## config.mk

```make
export PLATFORM = sky130hd
export DESIGN_NAME = cont_tick_prog
export DESIGN_NICKNAME = d
export VERILOG_FILES = /design/src/rtl/cont_tick_prog.sv
export SDC_FILE = /design/constraint.sdc
export NUM_CORES = 1
export LEC_CHECK = 0
export BUFFER_PORTS_ARGS = -buffer_cell sky130_fd_sc_hd__buf_2
export CAP_MARGIN = 40
export CORE_ASPECT_RATIO = 0.8
export CORE_MARGIN = 2
export CORE_UTILIZATION = 35
export DETAILED_ROUTE_END_ITERATION = 6
export PLACE_DENSITY = 0.58
export SLEW_MARGIN = 20
export SYNTH_ARGS = -nofsm -noshare
export SYNTH_HDL_FRONTEND = slang
export SYNTH_SLANG_ARGS = --single-unit
```

## constraint.sdc

```tcl
create_clock -name mclk -period 6.6 [get_ports mclk]
set_input_delay 0.99 -clock mclk [delete_from_list [all_inputs] [get_ports mclk]]
set_output_delay 0.99 -clock mclk [all_outputs]
set_load 0.05 [all_outputs]
```

## src/rtl/cont_tick_prog.sv

```systemverilog
// rtl/cont_tick_prog.sv - multi-channel programmable tick/square-wave generator
module cont_tick_prog #(
  parameter int N_CH    = 4,
  parameter int CH_W    = 2,
  parameter int CNT_W   = 26,
  parameter int DEF_DIV = 25000000
) (
  input  logic             mclk,
  input  logic             reset,
  input  logic [N_CH-1:0]  en,
  input  logic             wr_en,
  input  logic [CH_W-1:0]  wr_ch,
  input  logic [CNT_W-1:0] wr_div,
  input  logic             wr_mode,
  output logic [N_CH-1:0]  tick,
  output logic [N_CH-1:0]  square,
  output logic [N_CH-1:0]  done,
  input  logic [CH_W-1:0]  sel_ch,
  output logic [CNT_W-1:0] sel_div,
  output logic [CNT_W-1:0] sel_cnt
);

  localparam logic [CNT_W-1:0] DEF_DIV_W = CNT_W'(DEF_DIV);

  logic [CNT_W-1:0] r_div [N_CH];
  logic [CNT_W-1:0] r_cnt [N_CH];
  logic [N_CH-1:0]  r_mode;
  logic [N_CH-1:0]  r_tick;
  logic [N_CH-1:0]  r_square;
  logic [N_CH-1:0]  r_done;

  logic [N_CH-1:0]  w_wr_hit;
  logic [N_CH-1:0]  w_idle;
  logic [N_CH-1:0]  w_term;

  // Per-channel decode: write target, idle condition and terminal count.
  // An out-of-range wr_ch matches no channel, so such writes fall away.
  always_comb begin
    w_wr_hit = '0;
    w_idle   = '0;
    w_term   = '0;
    for (int ch = 0; ch < N_CH; ch++) begin
      w_wr_hit[ch] = wr_en && (wr_ch == CH_W'(ch));
      w_idle[ch]   = !en[ch] || (r_div[ch] == '0) || (r_mode[ch] && r_done[ch]);
      w_term[ch]   = (r_cnt[ch] == (r_div[ch] - CNT_W'(1)));
    end
  end

  // Channel state update: reset, then write, idle, terminal, count.
  always_ff @(posedge mclk) begin
    if (!reset) begin
      for (int ch = 0; ch < N_CH; ch++) begin
        r_div[ch] <= DEF_DIV_W;
        r_cnt[ch] <= '0;
      end
      r_mode   <= '0;
      r_tick   <= '0;
      r_square <= '0;
      r_done   <= '0;
    end else begin
      for (int ch = 0; ch < N_CH; ch++) begin
        if (w_wr_hit[ch]) begin
          // A write always restarts the count, even on a terminal cycle.
          r_div[ch]  <= wr_div;
          r_mode[ch] <= wr_mode;
          r_cnt[ch]  <= '0;
          r_done[ch] <= 1'b0;
          r_tick[ch] <= 1'b0;
        end else if (w_idle[ch]) begin
          r_tick[ch] <= 1'b0;
        end else if (w_term[ch]) begin
          r_cnt[ch]    <= '0;
          r_tick[ch]   <= 1'b1;
          r_square[ch] <= ~r_square[ch];
          if (r_mode[ch]) begin
            r_done[ch] <= 1'b1;
          end
        end else begin
          r_cnt[ch]  <= r_cnt[ch] + CNT_W'(1);
          r_tick[ch] <= 1'b0;
        end
      end
    end
  end

  // Read-back mux; unpopulated channel numbers read as zero.
  always_comb begin
    sel_div = '0;
    sel_cnt = '0;
    for (int ch = 0; ch < N_CH; ch++) begin
      if (sel_ch == CH_W'(ch)) begin
        sel_div = r_div[ch];
        sel_cnt = r_cnt[ch];
      end
    end
  end

  assign tick   = r_tick;
  assign square = r_square;
  assign done   = r_done;

endmodule

```

==> key figures, run 1 <==
Worst setup path
  • Crit path kind: flop to flop
  • Critical Path Source Type: flop
  • CP max stage delay: 0.53 ns
  • Worst-path cell chain: inv_1 > ha_1 > or3b_2 > nor4_2 > nand3b_1 > a311o_1 > a32oi_1 > nand4_1 > nand2_1 > buf_8 > nor2_1
  • Slowest CP cell: or3b_2
  • Crit path capture type: flop
  • Worst EP required: between 6 and 7 ns
  • Critical Path AT: 4.31 ns
  • Worst-path fanout max: 14

Clock network
  • H-tree depth: 1
  • Clock root buffer: clkbuf_16
  • CTS Buf Count: 25
  • TritonCTS sink count: 224
  • Clock buffer depth: 3
  • Clk_lat worst skew: ~0.56 ns
  • Hold buffers post-CTS: 0
  • Postcts setup bufs: 0
  • CTS resizes: 0
  • CTS clk-pin slew, worst paths: 0.06 ns
  • CTS tree: done

Drt
  • Drt first pass iters: 5
  • Vias per cell: 6.024
  • Final ANT Viol Nets: 0
  • Drt first-iter violations: 1,737
  • Routed wire length: 55.50 mm
  • Avg WL per Cell: 26.75 um
  • Drc violations: 0
  • Total number of vias: 12,500

Logic synthesis
  • Syn Inst Count: 1,435
  • Post-synthesis sequential area ratio: 43.91%
  • Synth Warn #: 0
  • Post-synth ARST share: 0%
  • Post-synth top area cell: edfxtp_1
  • Ranking of synthesized cells by area: edfxtp_1 (42%), mux4_2 (7.8%), xnor2_1 (6.7%)
  • #FFs+latches synth: 224
  • Ys flop type: edfxtp_1
  • EDFF count, synth: approximately 210
  • Synth Net Count: 1,481
  • Post-synth top area share: 41.76%
  • Syn avg cell area: around 10 um^2
  • Synth cell types: between 70 and 80
  • Synth Cell Area: 0.01496 mm^2

Power and ir drop
  • Sw Share: 32.79%
  • Reg power frac: 48.0%
  • Total Power: 3.935 mW
  • Clk pwr share: 34.4%
  • Leak Pwr: 5.603 nW
  • Worst vdd ir: 0.0002078 V
  • Pwr Density: 234.5 mW/mm^2
  • Switching power: between 1 and 1.5 mW
  • Combinational share of power: 17.6%
  • Internal: between 2 and 3 mW

Floorplanning
  • Row count: 67
  • Die height: 188.9 um
  • Die extent in x: 235.1 um
  • Core box area: about 0.042 mm^2
  • Die area: 0.04441 mm^2
  • IO Pins: 102
  • Initial Utilization: 35.61%

Timing
  • Slew margin rel.: 46.00%
  • Min Clock Period, post-route: 4.002 ns
  • Setup tns final: 0 ns
  • Final Max Tran Viols: 0
  • Slew @ Worst Pin: 0.8026 ns
  • Peak Freq: 0.2499 GHz
  • Final worst-path cycle share: just over 60%
  • Clk_skew: ~0.014 ns
  • # setup viols final: 0
  • Final setup margin: ~2.6 ns
  • Unrepaired setup endpoints after global routing: no
  • Fin. Hold Viols: 0

Job
  • Max Cap Viol: 0

Global routing
  • Gr busiest metal: met1
  • Antenna violations before repair: 3
  • Met2 Usage GRT: between 30% and 40%
  • Gr usage total: 24.59%
  • Vias in the first global route: 11,650
  • Global-route wire length before repair: roughly 80 mm
  • Met1 Usage GRT: 35.64%
  • Largest net degree at the start of global routing: 39
  • M3 GR Usage: ~7.2%
  • GR Overflow Total: 0

Cells and area
  • Most frequent cells in the layout: edfxtp_1 (208), nor2_1 (146), xnor2_1 (115)
  • Final Cell Area: 0.01678 mm^2
  • Synth-to-Final Area Change: 12.18%
  • Post-route insts no fill: 2,075
  • Number of diodes: 0
  • Nets: 1,552
  • Most common cell after layout, fill and taps aside: edfxtp_1
  • Share of post-route cells with drive strength above 1: 15.23%

Min path
  • Hold Crit Class: flop to flop

Outcome
  • Outcome: finished clean

Placed design
  • Routability cong.: 0.9488
  • Placed cell count: 2,031
  • Setup WS pre-CTS: 2.655 ns
  • Number of buffers added on ports: a little over 100
  • DP Area: 0.01604 mm^2
  • Detailed placement HPWL: 42.19 mm
cells in the mapped netlist, drive strengths merged, types with 6 or more instances:
library cell	count
a211oi	6
a21oi	19
a31oi	6
and2	49
and3	52
buf	18
clkbuf	59
dfxtp	16
edfxtp	208
ha	8
inv	27
mux2i	6
mux4	52
nand2	84
nand2b	21
nand3	64
nand3b	8
nand4	32
nand4b	6
nor2	147
nor2b	9
nor3	79
nor3b	7
nor4	37
o211ai	11
o21ai	20
o31ai	8
or2	7
or3	51
or4	24
xnor2	115
xor2	102
per-stage QoR:
step	utilization, %	hold WS [ns]
floorplan	-	0.4494
global placement	37.98	0.4568
detailed placement	38.20	0.4508
CTS	39.95	0.4601
global route	39.95	0.4963
finish	39.95	0.4571
layout make-up:
| cell class | count | area (um^2) |
|---|---|---|
| clock buffer | 32 | 651.9 |
| inverter | 27 | 101.3 |
| clock inverter | 12 | 81.33 |
| timing repair buffer | 121 | 691.9 |
| multi-input combinational | 1107 | 7994 |
| sequential | 224 | 6566 |
| fill | 4063 | 25220 |
| tap | 552 | 690.7 |
power by group through the flow:
stage	sequential [mW]	combinational, mW	clock [mW]
after floorplan	1.77	0.532	0
after global placement	1.90	0.680	0
after detailed placement	1.90	0.689	0
after CTS	1.87	0.692	1.36
after global routing	1.90	0.736	1.42
final	1.89	0.692	1.35
state kept, by name, summed over array words and instances, names as in the netlist:
name    count
done        4
r_cnt     104
r_div     104
r_mode      4
square      4
tick        4
per-layer routing:
layer  vias to the layer above  wire length (um)  part of all wire, %
met1                      6221             23930                   43
met3                        99              6590                   12
met2                       660             22880                   41
met5                         -                11                0.020
li1                       5517                 -                    -
met4                         2              2088                  3.8
path summary, 6_finish.rpt:
path | from | to | slack [ns] | depth (start not counted)
worst max-delay path | r_div[3][0]$_SDFFCE_PN0P_ | r_cnt[3][21]$_SDFFCE_PN0P_ | 2.60 | 11
worst min-delay path | done[1]$_SDFFE_PP0P_ | done[1]$_SDFFE_PP0P_ | 0.46 | 2
worst max register to register | r_div[3][0]$_SDFFCE_PN0P_ | r_cnt[3][21]$_SDFFCE_PN0P_ | 2.60 | 11
worst min register to register | done[1]$_SDFFE_PP0P_ | done[1]$_SDFFE_PP0P_ | 0.46 | 2
cell families (layout without fill, tap and decap cells):
family                   Yosys count  in the layout  synth area share [%]
AO/OA/AOI/OAI                    118            118                 5.664
XOR/XNOR                         217            217                 12.71
adder cells (fa/ha/maj)            8              8                0.6693
buffers and inverters            104            192                 2.702
flip-flops                       224            224                 43.91
multiplexers                      61             61                 8.458
AND/OR/NAND/NOR                  703            703                 25.89
worst max-delay path, delay by kind of cell (launching register included):
family,cells,cell delay [ns]
and+or+nand+nor,6,2.05
adders and majority gates,1,0.22
AOI/OAI and AO/OA,2,0.66
DFF,1,0.48
buffers and inverters,2,0.32
No activity file was read; power rests on OpenSTA's default activity.
==> inputs of run 2 (changes only) <==
==> constraint.sdc (replaced) <==
create_clock -name mclk -period 3.83 [get_ports mclk]
set_input_delay 0.5745 -clock mclk [delete_from_list [all_inputs] [get_ports mclk]]
set_output_delay 0.5745 -clock mclk [all_outputs]
set_load 0.05 [all_outputs]
==> run 2 against run 1 <==
Compared with the run above:
- core utilization is 0.86 points higher
- die area stayed put
- sequential share of layout area decreased by 0.82 points
- critical endpoint is now r_cnt[3][22]$_SDFFCE_PN0P_
==> key figures, run 2 (synthesis results as in run 1) <==
Outcome
  • Outcome: finished clean (unchanged)

Floorplanning
  • Initial Utilization: 35.61% (unchanged)
  • IO Pins: 102 (unchanged)
  • Core box area: 0.04200 mm^2 (unchanged)
  • Die area: 0.04441 mm^2 (unchanged)
  • Die height: 188.9 um (unchanged)
  • Die extent in x: 235.1 um (unchanged)
  • Row count: 67 (unchanged)

Global routing
  • Gr usage total: 24.48% (was 24.59%)
  • GR Overflow Total: 0 (unchanged)
  • Global-route wire length before repair: 80.02 mm (was 79.77 mm)
  • Antenna violations before repair: 4 (was 3)
  • Vias in the first global route: 11,920 (was 11,650)
  • Largest net degree at the start of global routing: 52 (was 39)

Worst setup path
  • Flop-to-flop setup slack: 0.23 ns (was 2.60 ns)
  • Slowest CP cell: nor4_1 (was or3b_2)
  • R2r worst-path depth: 9 (was 11)
  • Worst EP required: 4.12 ns (was 6.90 ns)
  • Crit path capture type: flop (unchanged)
  • Critical Path AT: 3.89 ns (was 4.31 ns)
  • Worst-path cell chain: nor4_1 > nand3_1 > or4b_1 > a211o_1 > a32oi_1 > nand4_1 > nand2_1 > buf_4 > nor2_1 (was inv_1 > ha_1 > or3b_2 > nor4_2 > nand3b_1 > a311o_1 > a32oi_1 > nand4_1 > nand2_1 > buf_8 > nor2_1)
  • Crit path kind: flop to flop (unchanged)
  • Stages on worst setup path: 9 (was 11)
  • CP max stage delay: 0.58 ns (was 0.53 ns)
  • Critical Path Source Type: flop (unchanged)
  • Worst-path fanout max: 25 (was 14)
  • Critical path startpoint: r_div[3][15]$_SDFFCE_PN0P_ (was r_div[3][0]$_SDFFCE_PN0P_)
  • Critical Path End: r_cnt[3][22]$_SDFFCE_PN0P_ (was r_cnt[3][21]$_SDFFCE_PN0P_)
  • Crit path buf inv count: 1 (was 2)
  • Crit Reg-Reg Startpoint: r_div[3][15]$_SDFFCE_PN0P_ (was r_div[3][0]$_SDFFCE_PN0P_)
  • Worst flop-to-flop path endpoint: r_cnt[3][22]$_SDFFCE_PN0P_ (was r_cnt[3][21]$_SDFFCE_PN0P_)
  • Delay-heaviest family, CP: simple AND/OR/NAND/NOR gates (unchanged)

Timing
  • Unrepaired setup endpoints after global routing: no (unchanged)
  • Slew margin rel.: 44.29% (was 46.00%)
  • # setup viols final: 0 (unchanged)
  • Peak Freq: 0.2777 GHz (was 0.2499 GHz)
  • Min Clock Period, post-route: 3.600 ns (was 4.002 ns)
  • Final worst-path cycle share: 94.01% (was 60.63%)
  • Final Max Tran Viols: 0 (unchanged)
  • Slew @ Worst Pin: 0.8357 ns (was 0.8026 ns)
  • Setup tns final: 0 ns (unchanged)
  • Fin. Hold Viols: 0 (unchanged)
  • Clk_skew: 0.01169 ns (was 0.01397 ns)
  • Final setup margin: 0.2296 ns (was 2.598 ns)

Drt
  • Avg WL per Cell: 26.22 um (was 26.75 um)
  • Total number of vias: 12,740 (was 12,500)
  • Routed wire length: 55.49 mm (was 55.50 mm)
  • Final ANT Viol Nets: 0 (unchanged)
  • WL met2: 23.54 mm (was 22.88 mm)
  • Vias per cell: 6.018 (was 6.024)
  • Met1 wire length: 23.79 mm (was 23.93 mm)
  • Drc violations: 0 (unchanged)
  • Met3 routed WL: 6.264 mm (was 6.590 mm)
  • Drt first-iter violations: 1,687 (was 1,737)
  • Drt first pass iters: 6 (was 5)
  • Highest Signal Layer: met4 (was met5)

Clock network
  • Clock root buffer: clkbuf_16 (unchanged)
  • CTS clk-pin slew, worst paths: 0.06 ns (about the same)
  • H-tree depth: 1 (unchanged)
  • Clk_lat worst skew: 0.55 ns (was 0.56 ns)
  • CTS Buf Count: 25 (unchanged)
  • CTS resizes: 0 (unchanged)
  • TritonCTS sink count: 224 (unchanged)
  • Clock buffer depth: 3 (unchanged)
  • CTS tree: done (unchanged)
  • Postcts setup bufs: 0 (unchanged)
  • Hold buffers post-CTS: 0 (unchanged)

Cells and area
  • Share of post-route cells with drive strength above 1: 17.65% (was 15.23%)
  • Fill count: 4,076 (was 4,063)
  • Regs by FF count: r_cnt x104, r_div x104 (unchanged)
  • Fin util: 40.81% (was 39.95%)
  • Post-route insts no fill: 2,116 (was 2,075)
  • Nets: 1,592 (was 1,552)
  • Most common cell after layout, fill and taps aside: edfxtp_1 (unchanged)
  • Most frequent cells in the layout: edfxtp_1 (208), nor2_1 (146), xnor2_1 (115) (unchanged)
  • Number of diodes: 0 (unchanged)
  • Synth-to-Final Area Change: 14.59% (was 12.18%)

Power and ir drop
  • Leak Pwr: 5.827 nW (was 5.603 nW)
  • Clk pwr share: 35.5% (was 34.4%)
  • Internal: 4.740 mW (was 2.644 mW)
  • Pwr Density: 405.4 mW/mm^2 (was 234.5 mW/mm^2)
  • Worst vdd ir: 0.0002856 V (was 0.0002078 V)
  • Switching power: 2.208 mW (was 1.290 mW)
  • Reg power frac: 46.3% (was 48.0%)
  • Combinational share of power: 18.2% (was 17.6%)
  • Total Power: 6.947 mW (was 3.935 mW)
  • Sw Share: 31.78% (was 32.79%)

Placed design
  • Detailed placement HPWL: 43.07 mm (was 42.19 mm)
  • Routability cong.: 0.9944 (was 0.9488)
  • Placed cell count: 2,071 (was 2,031)
  • Setup WS pre-CTS: 0.2865 ns (was 2.655 ns)
  • Number of buffers added on ports: 101 (unchanged)

Job
  • Max Cap Viol: 0 (unchanged)

Min path
  • Hold Crit Class: primary input to flop (was flop to flop)
[run 2: changes by cell type in the layout (fill, tap and decap cells not counted), sizes merged]
cell      delta
clkbuf       -3
clkinvlp     +2
buf         +40
bufinv       +2
[run 2: per-stage QoR]
stage | instance area, um^2 | hold slack, ns
after CTS | 17140 | 0.3172
after global placement | 16320 | 0.4529
final | 17140 | 0.3423
after detailed placement | 16320 | 0.4623
after floorplan | 14960 | 0.4494
after global routing | 17140 | 0.3358
[run 2: metal layers]
layer	up-vias	GRT usage [%]
met1	6348	36.87
met4	0	7.814
met5	-	0
li1	5591	-
met2	711	36.06
met3	85	3.543
[run 2: worst min-delay path by stage]
stage | startpoint | to | slack (ns) | depth (start not counted)
3_3_place_gp | done[0]$_SDFFE_PP0P_ | done[0]$_SDFFE_PP0P_ | 0.45 | 2
6_report | wr_div[3] | r_div[0][3]$_SDFFCE_PN0P_ | 0.34 | 2
5_1_grt | wr_div[3] | r_div[2][3]$_SDFFCE_PN0P_ | 0.34 | 2
2_1_floorplan | r_mode[2]$_SDFFE_PN0P_ | r_mode[2]$_SDFFE_PN0P_ | 0.45 | 2
4_1_cts | wr_div[3] | r_div[0][3]$_SDFFCE_PN0P_ | 0.32 | 2
3_5_place_dp | done[1]$_SDFFE_PP0P_ | done[1]$_SDFFE_PP0P_ | 0.46 | 2
[run 2: cell type report]
cell class | instances | area, um^2 | area share, %
Sequential cell | 224 | 6566 | 38.31
Clock buffer | 29 | 650.6 | 3.796
Inverter | 27 | 101.3 | 0.5914
Multi-Input combinational cell | 1107 | 7985 | 46.59
Clock inverter | 16 | 162.7 | 0.9491
Tap cell | 552 | 690.7 | 4.030
Timing Repair Buffer | 161 | 980.9 | 5.724
[run 2: power groups by stage]
stage	Combinational, mW	Sequential (mW)	Clock, mW
2_1_floorplan	0.917	3.05	0
3_3_place_gp	1.25	3.24	0
3_5_place_dp	1.26	3.24	0
4_1_cts	1.26	3.19	2.50
5_1_grt	1.34	3.23	2.60
6_report	1.27	3.22	2.46
